File: src/rtl/wb_width_downsizer.sv
// rtl/wb_width_downsizer.sv - Wishbone wide-master to narrow-slave width bridge.
// Optional slave watchdog: define WB_DS_TIMEOUT_EN (limit TMO_CYCLES).
module wb_width_downsizer #(
  parameter int MST_DW     = 32,
  parameter int SLV_DW     = 8,
  parameter int ADDR_WIDTH = 32,
  parameter int TMO_CYCLES = 255
) (
  input  logic                    clk,
  input  logic                    rst,
  input  logic [ADDR_WIDTH-1:0]   m_adr_i,
  input  logic [MST_DW-1:0]       m_dat_i,
  output logic [MST_DW-1:0]       m_dat_o,
  input  logic                    m_we_i,
  input  logic [MST_DW/8-1:0]     m_sel_i,
  input  logic                    m_cyc_i,
  input  logic                    m_stb_i,
  output logic                    m_ack_o,
  output logic                    m_err_o,
  output logic                    m_rty_o,
  output logic [ADDR_WIDTH-1:0]   s_adr_o,
  output logic [SLV_DW-1:0]       s_dat_o,
  input  logic [SLV_DW-1:0]       s_dat_i,
  output logic                    s_we_o,
  output logic [SLV_DW/8-1:0]     s_sel_o,
  output logic                    s_cyc_o,
  output logic                    s_stb_o,
  input  logic                    s_ack_i,
  input  logic                    s_err_i,
  input  logic                    s_rty_i
);

  localparam int R   = MST_DW / SLV_DW;
  localparam int SB  = SLV_DW / 8;
  localparam int MLB = $clog2(MST_DW / 8);
  localparam int SBL = $clog2(SB);
  localparam int IW  = (R > 1) ? $clog2(R) : 1;

  if (MST_DW % SLV_DW != 0) begin : g_bad_ratio
    $error("MST_DW must be a multiple of SLV_DW");
  end

  typedef enum logic [1:0] {IDLE, REQ, DONE} state_t;
  typedef enum logic [1:0] {T_ACK, T_ERR, T_RTY} term_t;

  state_t                    state_q, state_d;
  term_t                     term_q, term_d;
  logic [ADDR_WIDTH-1:MLB]   base_q;
  logic                      we_q;
  logic [MST_DW/8-1:0]       sel_q;
  logic [MST_DW-1:0]         dat_q;
  logic [MST_DW-1:0]         acc_q;
  logic [R-1:0]              mask_q, mask_d, req_mask, mask_left, cur_oh;
  logic [IW-1:0]             cur_q, cur_d;
  logic                      load, beat_ack, in_req;
  logic [MLB-1:0]            lane_off;
  logic                      unused_adr_low;

  assign unused_adr_low = ^m_adr_i[MLB-1:0];

  function automatic logic [IW-1:0] lowest(input logic [R-1:0] m);
    lowest = '0;
    for (int k = R - 1; k >= 0; k--) begin
      if (m[k]) lowest = IW'(k);
    end
  endfunction

  always_comb begin
    req_mask = '0;
    for (int k = 0; k < R; k++) begin
      req_mask[k] = |m_sel_i[k*SB +: SB];
    end
  end

  assign cur_oh    = R'(1) << cur_q;
  assign mask_left = mask_q & ~cur_oh;
  assign in_req    = (state_q == REQ);

`ifdef WB_DS_TIMEOUT_EN
  localparam int TW = $clog2(TMO_CYCLES + 1);
  logic [TW-1:0] tmo_cnt_q;
  logic          tmo_hit;

  assign tmo_hit = in_req && (tmo_cnt_q == TW'(TMO_CYCLES - 1));

  // Counts REQ cycles since entry or the last accepted beat.
  always_ff @(posedge clk or negedge rst) begin
    if (!rst) begin
      tmo_cnt_q <= '0;
    end else if (!in_req || beat_ack) begin
      tmo_cnt_q <= '0;
    end else begin
      tmo_cnt_q <= tmo_cnt_q + TW'(1);
    end
  end
`else
  localparam int unused_tmo_cycles = TMO_CYCLES;
`endif

  always_comb begin
    state_d  = state_q;
    term_d   = term_q;
    mask_d   = mask_q;
    cur_d    = cur_q;
    load     = 1'b0;
    beat_ack = 1'b0;
    case (state_q)
      IDLE: begin
        if (m_cyc_i && m_stb_i) begin
          load   = 1'b1;
          mask_d = req_mask;
          term_d = T_ACK;
          if (req_mask == '0) begin
            state_d = DONE;
          end else begin
            cur_d   = lowest(req_mask);
            state_d = REQ;
          end
        end
      end
      REQ: begin
        if (!m_cyc_i) begin
          state_d = IDLE;
        end else if (s_err_i) begin
          term_d  = T_ERR;
          state_d = DONE;
        end else if (s_rty_i) begin
          term_d  = T_RTY;
          state_d = DONE;
        end else if (s_ack_i) begin
          beat_ack = 1'b1;
          mask_d   = mask_left;
          if (mask_left == '0) begin
            term_d  = T_ACK;
            state_d = DONE;
          end else begin
            cur_d = lowest(mask_left);
          end
        end
`ifdef WB_DS_TIMEOUT_EN
        else if (tmo_hit) begin
          term_d  = T_ERR;
          state_d = DONE;
        end
`endif
      end
      DONE:    state_d = IDLE;
      default: state_d = IDLE;
    endcase
  end

  always_ff @(posedge clk or negedge rst) begin
    if (!rst) begin
      state_q <= IDLE;
      term_q  <= T_ACK;
      mask_q  <= '0;
      cur_q   <= '0;
      base_q  <= '0;
      we_q    <= 1'b0;
      sel_q   <= '0;
      dat_q   <= '0;
      acc_q   <= '0;
    end else begin
      state_q <= state_d;
      term_q  <= term_d;
      mask_q  <= mask_d;
      cur_q   <= cur_d;
      if (load) begin
        base_q <= m_adr_i[ADDR_WIDTH-1:MLB];
        we_q   <= m_we_i;
        sel_q  <= m_sel_i;
        dat_q  <= m_dat_i;
        acc_q  <= '0;
      end
      if (beat_ack) begin
        acc_q[cur_q*SLV_DW +: SLV_DW] <= s_dat_i;
      end
    end
  end

  // Base has its low bits zero, so the lane offset can be concatenated in.
  assign lane_off = MLB'(cur_q) << SBL;
  assign s_adr_o  = {base_q, lane_off};
  assign s_dat_o  = dat_q[cur_q*SLV_DW +: SLV_DW];
  assign s_sel_o  = in_req ? sel_q[cur_q*SB +: SB] : '0;
  assign s_we_o   = in_req & we_q;
  assign s_cyc_o  = in_req & m_cyc_i;
  assign s_stb_o  = in_req & m_cyc_i;

  assign m_dat_o  = acc_q;
  assign m_ack_o  = (state_q == DONE) && (term_q == T_ACK);
  assign m_err_o  = (state_q == DONE) && (term_q == T_ERR);
  assign m_rty_o  = (state_q == DONE) && (term_q == T_RTY);

endmodule

File: config.mk
export PLATFORM = sky130hd
export DESIGN_NAME = wb_width_downsizer
export DESIGN_NICKNAME = d
export VERILOG_FILES = /design/src/rtl/wb_width_downsizer.sv
export SDC_FILE = /design/constraint.sdc
export NUM_CORES = 1
export LEC_CHECK = 0
export ABC_AREA = 1
export CAP_MARGIN = 40
export CORE_MARGIN = 4
export CORE_UTILIZATION = 35
export DETAILED_ROUTE_END_ITERATION = 8
export DONT_BUFFER_PORTS = 1
export GPL_ROUTABILITY_DRIVEN = 0
export PLACE_DENSITY = 0.62
export SYNTH_ARGS = -nofsm -noshare
export SYNTH_HDL_FRONTEND = slang
export SYNTH_SLANG_ARGS = --single-unit
File: constraint.sdc
create_clock -name clk -period 2.07 [get_ports clk]
set_clock_uncertainty 0.05 [all_clocks]
set_input_delay 0.414 -clock clk [delete_from_list [all_inputs] [get_ports clk]]
set_output_delay 0.414 -clock clk [all_outputs]
set_load 0.02 [all_outputs]
## Word level (Yosys, flattened, before mapping)

Index checks and enable logic that the tools add are counted.

| operators by class | value |
|---|---|
| $add $sub $neg | 1 |
| equality and inequality tests | 15 |
| shift-type cells | 5 |
| muxes and demuxes | 48 |
| bitwise operators | 4 |
| reductions and logical operators | 13 |

Operators with widths:

| cell | count |
|---|---|
| $mux W32 | 2 |
| $mux W2 | 28 |
| $neg A5 Y34 | 1 |
| $shift A8 B34 Y32 const A | 1 |
| $shiftx A8 B34 Y32 | 1 |
| $bwmux W32 | 1 |
| $shiftx A32 B6 Y8 | 1 |
| $mux W4 | 5 |
| $ne A2 B2 Y1 const B | 7 |
| $pmux W2 S2 | 3 |
| $logic_not A4 Y1 | 2 |
| $mux W1 | 8 |
| $pmux W4 S2 | 1 |
| $reduce_and A8 Y1 | 1 |
| $reduce_and A6 Y1 | 1 |
| $ne A5 B4 Y1 const B | 1 |
| $ne A5 B5 Y1 const B | 1 |
| $reduce_and A5 Y1 | 1 |
| $and A4 B4 Y4 | 1 |
| $eq A2 B1 Y1 const B | 2 |
| $eq A2 B2 Y1 const B | 2 |
| $logic_and A1 B1 Y1 | 4 |
| $logic_not A2 Y1 | 2 |
| $ne A4 B3 Y1 const B | 1 |
| 7 further kinds | 8 |

| storage, ports and cells | value |
|---|---|
| bits in registers | 109 |
| input bits | 84 |
| output and inout bits | 79 |
| word-level logic and storage cells | 95 |

## Logic depth before layout (Yosys ltp)

Gate-level depths: netlist of the first run.

| logic depth | value |
|---|---|
| word-level depth | 13 |
| gate-level depth with buffers | 12 |
| gate-level depth less buffers | 11 |

## Worst setup path after synthesis of the first run

No wires, ideal clock.

| timing | value |
|---|---|
| path kind | flip-flop to flip-flop |
| from | reg cur_q[0] |
| to | reg acc_q[6], in the netlist m_dat_o[6] |
| library setup time | 0.076 ns |
| data arrival time | 2.147 ns |
| data required time | 1.944 ns |
| slack | -0.203 ns |
| stages on the path, launching flop included | 7 |
| buffers on the path | 1 |
| period minus slack after synthesis | 2.273 ns |
| cells stage by stage | dfrtp_1 -> clkinv_1 -> clkbuf_1 -> ha_1 -> nor3_1 -> nand3_1 -> o21ai_1 |

| between the ends | value |
|---|---|
| cells in the longest elaborated chain, start to end | 4 |
| elaborated cells on any way between the ends | 5 |
| classes of those cells | 1 x add/sub; 2 x shift; 2 x mux |

Ends and longest elaborated chain:

| item | RTL line | RTL |
|---|---|---|
| from (decl) | 54 | `logic [IW-1:0] cur_q, cur_d;` |
| from (signal assigned) | 167 | `cur_q <= cur_d;` |
| $neg A5 Y34 (*) | 176 | `acc_q[cur_q*SLV_DW +: SLV_DW] <= s_dat_i;` |
| $shiftx A8 B34 Y32 / $shift A8 B34 Y32 (equally long branches) | 176 |  |
| $bwmux W32 (*) | 176 |  |
| $mux W32 (*) | 175 | `if (beat_ack) begin` |
| to (signal, indexed assignment) | 176 |  |
| to (decl) | 52 | `logic [MST_DW-1:0] acc_q;` |

Mark *: on every way between the ends. The rest lies on a longest branch, timed or not.
A chain may end at the register's enable or synchronous reset.

## Final worst setup path of the first run

| timing | value |
|---|---|
| from | reg cur_q[1] |
| to | out s_dat_o[7] |

| between the ends | value |
|---|---|
| cells in the longest elaborated chain, start to end | 1 |

Ends and longest elaborated chain:

| item | RTL line | RTL |
|---|---|---|
| $shiftx A32 B6 Y8 | 184 | `assign s_dat_o = dat_q[cur_q*SLV_DW +: SLV_DW];` |
| to (decl) | 22 | `output logic [SLV_DW-1:0] s_dat_o,` |

Every way passes these cells.

==> results of run 1 <==
## cells in the mapped netlist, drive strengths merged
cell type	instances	share of area, %
clkinv	2	0.15
mux2	64	15
inv	30	2.3
a21oi	5	0.59
buf	17	2.0
ha	8	2.0
nor2	48	4.2
o22ai	14	1.8
nand2	69	5.3
dfrtp	109	56
clkbuf	4	0.31
o21ai	50	5.1
nand4	3	0.38
nor3	3	0.31
nand3	44	4.9
o211ai	1	0.15
## cells by family (layout without fill, tap and decap cells)
logic type      Yosys count  after routing  share of synthesized area, %
buf+inv                  53             71                         4.753
fa+ha+maj                 8              8                         2.045
compound gates           70             70                         7.641
flops                   109            109                         55.71
mux                      64             64                         14.72
simple gates            167            167                         15.13
## how the worst max path moves through the flow
stage	startpoint	to	slack, ns
6_report	cur_q[1]	s_dat_o[7]	0.1
5_1_grt	cur_q[1]	s_dat_o[7]	-0.01
4_1_cts	cur_q[0]	s_dat_o[2]	0.02
3_5_place_dp	cur_q[1]	s_sel_o	0.37
3_3_place_gp	cur_q[1]	s_sel_o	0.36
2_1_floorplan	cur_q[0]	m_dat_o[6]	0.11
## area by class of cell
type                    instances  area share [%]
multi-input cells             309           35.38
flip-flops and latches        109           49.56
well taps                     176           3.999
clock buffers                  12           4.840
clock inverters                 4          0.4999
repair buffers                 23           3.499
inverters                      32           2.227
## per-stage QoR
stage	utilization (%)	setup WS [ns]	hold WS (ns)
2_1_floorplan	-	0.1117	0.06841
3_3_place_gp	38.67	0.3625	0.07205
3_5_place_dp	38.67	0.3668	0.07167
4_1_cts	40.87	0.02439	-0.3094
5_1_grt	40.93	-0.01101	-0.3188
6_report	40.93	0.09976	-0.2920
## sequential cells by signal, summed over array words and instances, names as in the netlist
name / flops
base_q: 30
cur_q: 2
dat_q: 32
m_dat_o: 32
mask_q: 4
sel_q: 4
state_q: 2
term_q: 2
we_q: 1
## power by group
part	leakage, nW	total, mW	switching [mW]	internal (mW)
clock network	0.149	1.69	0.770	0.921
logic	0.958	1.33	0.760	0.573
registers	1.36	2.81	0.360	2.45
total	2.47	5.83	1.89	3.94
## critical path: stages, from the launching register on
cell and delay [ns]:
dfrtp_1 0.39, buf_4 0.28, o21ai_0 0.13, o22ai_1 0.20, buf_4 0.18
## routing by layer
| metal | routed length, um | up-vias | share of wire [%] | global-route usage (%) |
|---|---|---|---|---|
| li1 | - | 1613 | - | - |
| met3 | 1297 | 16 | 11 | 7.959 |
| met1 | 4644 | 1654 | 40 | 17.18 |
| met2 | 5370 | 122 | 47 | 22.85 |
| met4 | 137 | 4 | 1.2 | 3.975 |
| met5 | 25 | - | 0.22 | 0 |
## what timing repair did
action | 4_1_cts | 5_1_grt
resized for setup | 1 | 5
endpoints found under the hold margin | 109 | 109
pin swaps | 0 | 1
endpoints found under the setup margin | 1 | 9
==> results.ini, run 1 <==
[status]
status=finished, violations left
violations=hold timing

[floorplanning]
dieArea_sq_um=15940
die_h_um=126.3
coreArea_sq_um=13450
die_w_um=126.3
io_pins=163
rows=42
initial_utilization_pct=36.39

[synthesis]
yosysWarnings=0
post_synth.cell_area_avg_sq_um=10.39
synth-seq-cells=109
syn_area_sq_um=4896
syn_inst=471
synth.distinct_cells=27
syn-num-nets=563
ys_seq_area_share_pct=55.71

[layout]
final_common_cell=dfrtp_1
design_area_sq_um=5507
stdcell_count=665
num_antenna_cells=0
drive_gt1_share_pct=24.34
layout_common_cells=108 x dfrtp_1, 68 x nand2_1, 64 x mux2_2
fin_nets=576
multiInputGateArea_sq_um=1948
nFillCells=1334
syn_to_final_growth_pct=12.47
regArea_sq_um=2729

[sta]
worstMarginPinSlew_ns=0.3842
drv_slew=0
finalCriticalPeriod_ns=1.970
setup-tns-final_ns=0
post-route-period-util_pct=95.18
rsz0062_at_grt=true
fmax_mhz=507.6
holdWs_ns=-0.2920
relSlewSlack_pct=74.29
hold_violations=109
setup_viol_count_final=0

[min_path]
hold_path.class=in -> async

[power_and_ir_drop]
total_power_mw=5.835
vdd_ir_drop_max_uv=475.7
p_leak_nw=2.468
power_density_nw_per_um2=1060

[clock_tree]
clock_path_buffers=2
cts_tree=built
cts_setup_buffers=0
numCtsBuffers=9
ctsHtreeMaxLevel=3
path_clk_slew_ns=0.07
numClockSinks=109
cts-root-buf=clkbuf_16
insertion_delay_ns=0.34

[worst_setup_path]
worstPathRequired_ns=1.61
rrSetupSlack_ns=0.44
reg2regPathDepth=12
rr_endpoint=term_q[0]
cp-start-kind=flip-flop
worstReg2RegStart=cur_q[1]
crit_type=reg -> out
cp_max_fo=15
crit_path_end_kind=output port
arrival_ns=1.51

[routing]
drtIter0Drc=128
antenna_left=0
wl_per_cell_um=17.26
vias_per_cell=5.126
drt-pass1-iter-count=4
vias=3409
drc=0
wl_um=11480

[global_route]
grt_pass1_vias=3597
grtUsageTotal_pct=14.48
grt_max_degree=110
antenna_found_initial=2
grt_overflow=0
grt_first_pass_wirelength_um=18730

[place]
dpl_cell_area_sq_um=5202
dp.cells=649
portBuffers=0
dp_hpwl_um=8308

[run]
maxCapViolCount=0

Note: power is estimated with default switching activity, not from simulation.
==> run 2: changes to the inputs <==
- CORE_MARGIN: 4 -> 2
==> results.ini, run 2 (same netlist as run 1, synthesis figures left out) <==
[routing]
antenna_left=0
vias=3418
wl_um=11370
drtIter0Drc=212
vias_per_cell=5.132
wl_per_cell_um=17.07
drt-pass1-iter-count=4
drc=0

[layout]
final_common_cell=dfrtp_1
layout_common_cells=108 x dfrtp_1, 68 x nand2_1, 64 x mux2_2
multiInputGateArea_sq_um=1948
regArea_sq_um=2729
syn_to_final_growth_pct=12.42
fin_nets=574
nFillCells=1406
finalCoreUtilization_pct=39.96
drive_gt1_share_pct=23.46
num_antenna_cells=0

[floorplanning]
die_h_um=122.3
coreArea_sq_um=13770
io_pins=163
die_w_um=122.3
dieArea_sq_um=14950
rows=43
initial_utilization_pct=35.55

[sta]
hold_violations=109
relSlewSlack_pct=72.95
holdWs_ns=-0.2866
rsz0062_at_grt=true
setup_viol_count_final=0
drv_slew=0
fmax_mhz=498.8
finalCriticalPeriod_ns=2.005
worst_slack_ns=0.06511
worstMarginPinSlew_ns=0.4043
setup-tns-final_ns=0
post-route-period-util_pct=96.85

[worst_setup_path]
critPathSlowestCell=dfrtp_2
arrival_ns=1.54
path_buf_inv=2
path_delay_family=flip-flops
worst_path_largest_cell_delay_ns=0.39
crit_chain=buf_12 -> nor2_1 -> nor2_1 -> o21ai_0 -> a21oi_1 -> buf_4
crit_path_end_kind=output port
crit_type=reg -> out
crit_path_frequent_cell=nor2_1
cp-start-kind=flip-flop
cp_max_fo=35
cp.depth=6
worstPathRequired_ns=1.61
reg2regPathDepth=6

[clock_tree]
ctsHtreeMaxLevel=3
path_clk_slew_ns=0.07
cts_tree=built
numCtsBuffers=9
cts-root-buf=clkbuf_16
clock_path_buffers=2
insertion_delay_ns=0.34
numClockSinks=109

[global_route]
grt_pass1_vias=3486
grt_max_degree=110
antenna_found_initial=0
grt_overflow=0
grt_first_pass_wirelength_um=17590
grtUsageTotal_pct=15.21

[status]
violations=hold timing
status=finished, violations left

[place]
post-place-ws_ns=0.2190
dp_hpwl_um=8097
portBuffers=0

[min_path]
hold_path.class=in -> async

[power_and_ir_drop]
total_power_mw=5.812
vdd_ir_drop_max_uv=593.7
power_density_nw_per_um2=1056
p_leak_nw=2.457

[run]
maxCapViolCount=0

run 2: cell count changes in the layout (fill, tap and decap cells not counted):
| cell | before | now |
|---|---|---|
| clkinv_2 | 2 | 3 |
| buf_4 | 20 | 17 |
| clkbuf_8 | 3 | 0 |
| buf_12 | 1 | 3 |
| buf_6 | 2 | 1 |
| inv_6 | 2 | 1 |
| bufinv_16 | 0 | 1 |
| clkbuf_1 | 0 | 2 |
| inv_4 | 1 | 0 |
run 2: layout make-up:
class,instances,share of cell area (%)
clock inverter,4,0.8866
clock buffer,11,4.228
sequential,109,49.58
inverter,32,2.205
tap,180,4.092
multi-input combinational,309,35.39
timing repair buffer,21,3.614
run 2: path summary, 6_finish.rpt:
| kind | from | endpoint | slack [ns] |
|---|---|---|---|
| max in group asynchronous | rst | we_q | 2.06 |
| worst min-delay path | rst | base_q[30] | -0.29 |
| min in group clk | m_adr_i[22] | base_q[22] | 0.17 |
| worst max register to register | cur_q[0] | m_dat_o[22] | 0.41 |
| worst max-delay path | cur_q[0] | s_sel_o | 0.07 |
| worst min register to register | sel_q[3] | sel_q[3] | 0.45 |
run 2: timing repair:
action / 4_1_cts / 5_1_grt
gates resized for setup: 1 / 3
hold endpoints to repair: 109 / 109
buffers inserted: 0 / 0
setup endpoints to repair: 8 / 9
run 2: report_power, final:
| group | internal [mW] | switching [mW] |
|---|---|---|
| registers | 2.45 | 0.356 |
| logic | 0.574 | 0.767 |
| clock network | 0.933 | 0.732 |
run 2: layer usage:
layer	global-route usage, %	share of wire [%]
met2	23.89	46
met4	4.526	1.3
met3	8.132	11
met1	18.04	41
met5	0	0
run 2: worst reg2reg max path: stages (launching register included):
cell      delay, ns
dfrtp_2        0.39
clkinv_2       0.14
ha_1           0.39
inv_1          0.11
nor2_1         0.24
nand3_1        0.12
o21ai_1        0.14
run 2: through the flow:
step                instance area, sq um  instances
floorplan                           4902        471
global placement                    5218        651
detailed placement                  5218        651
CTS                                 5500        666
global route                        5504        666
finish                              5504        666
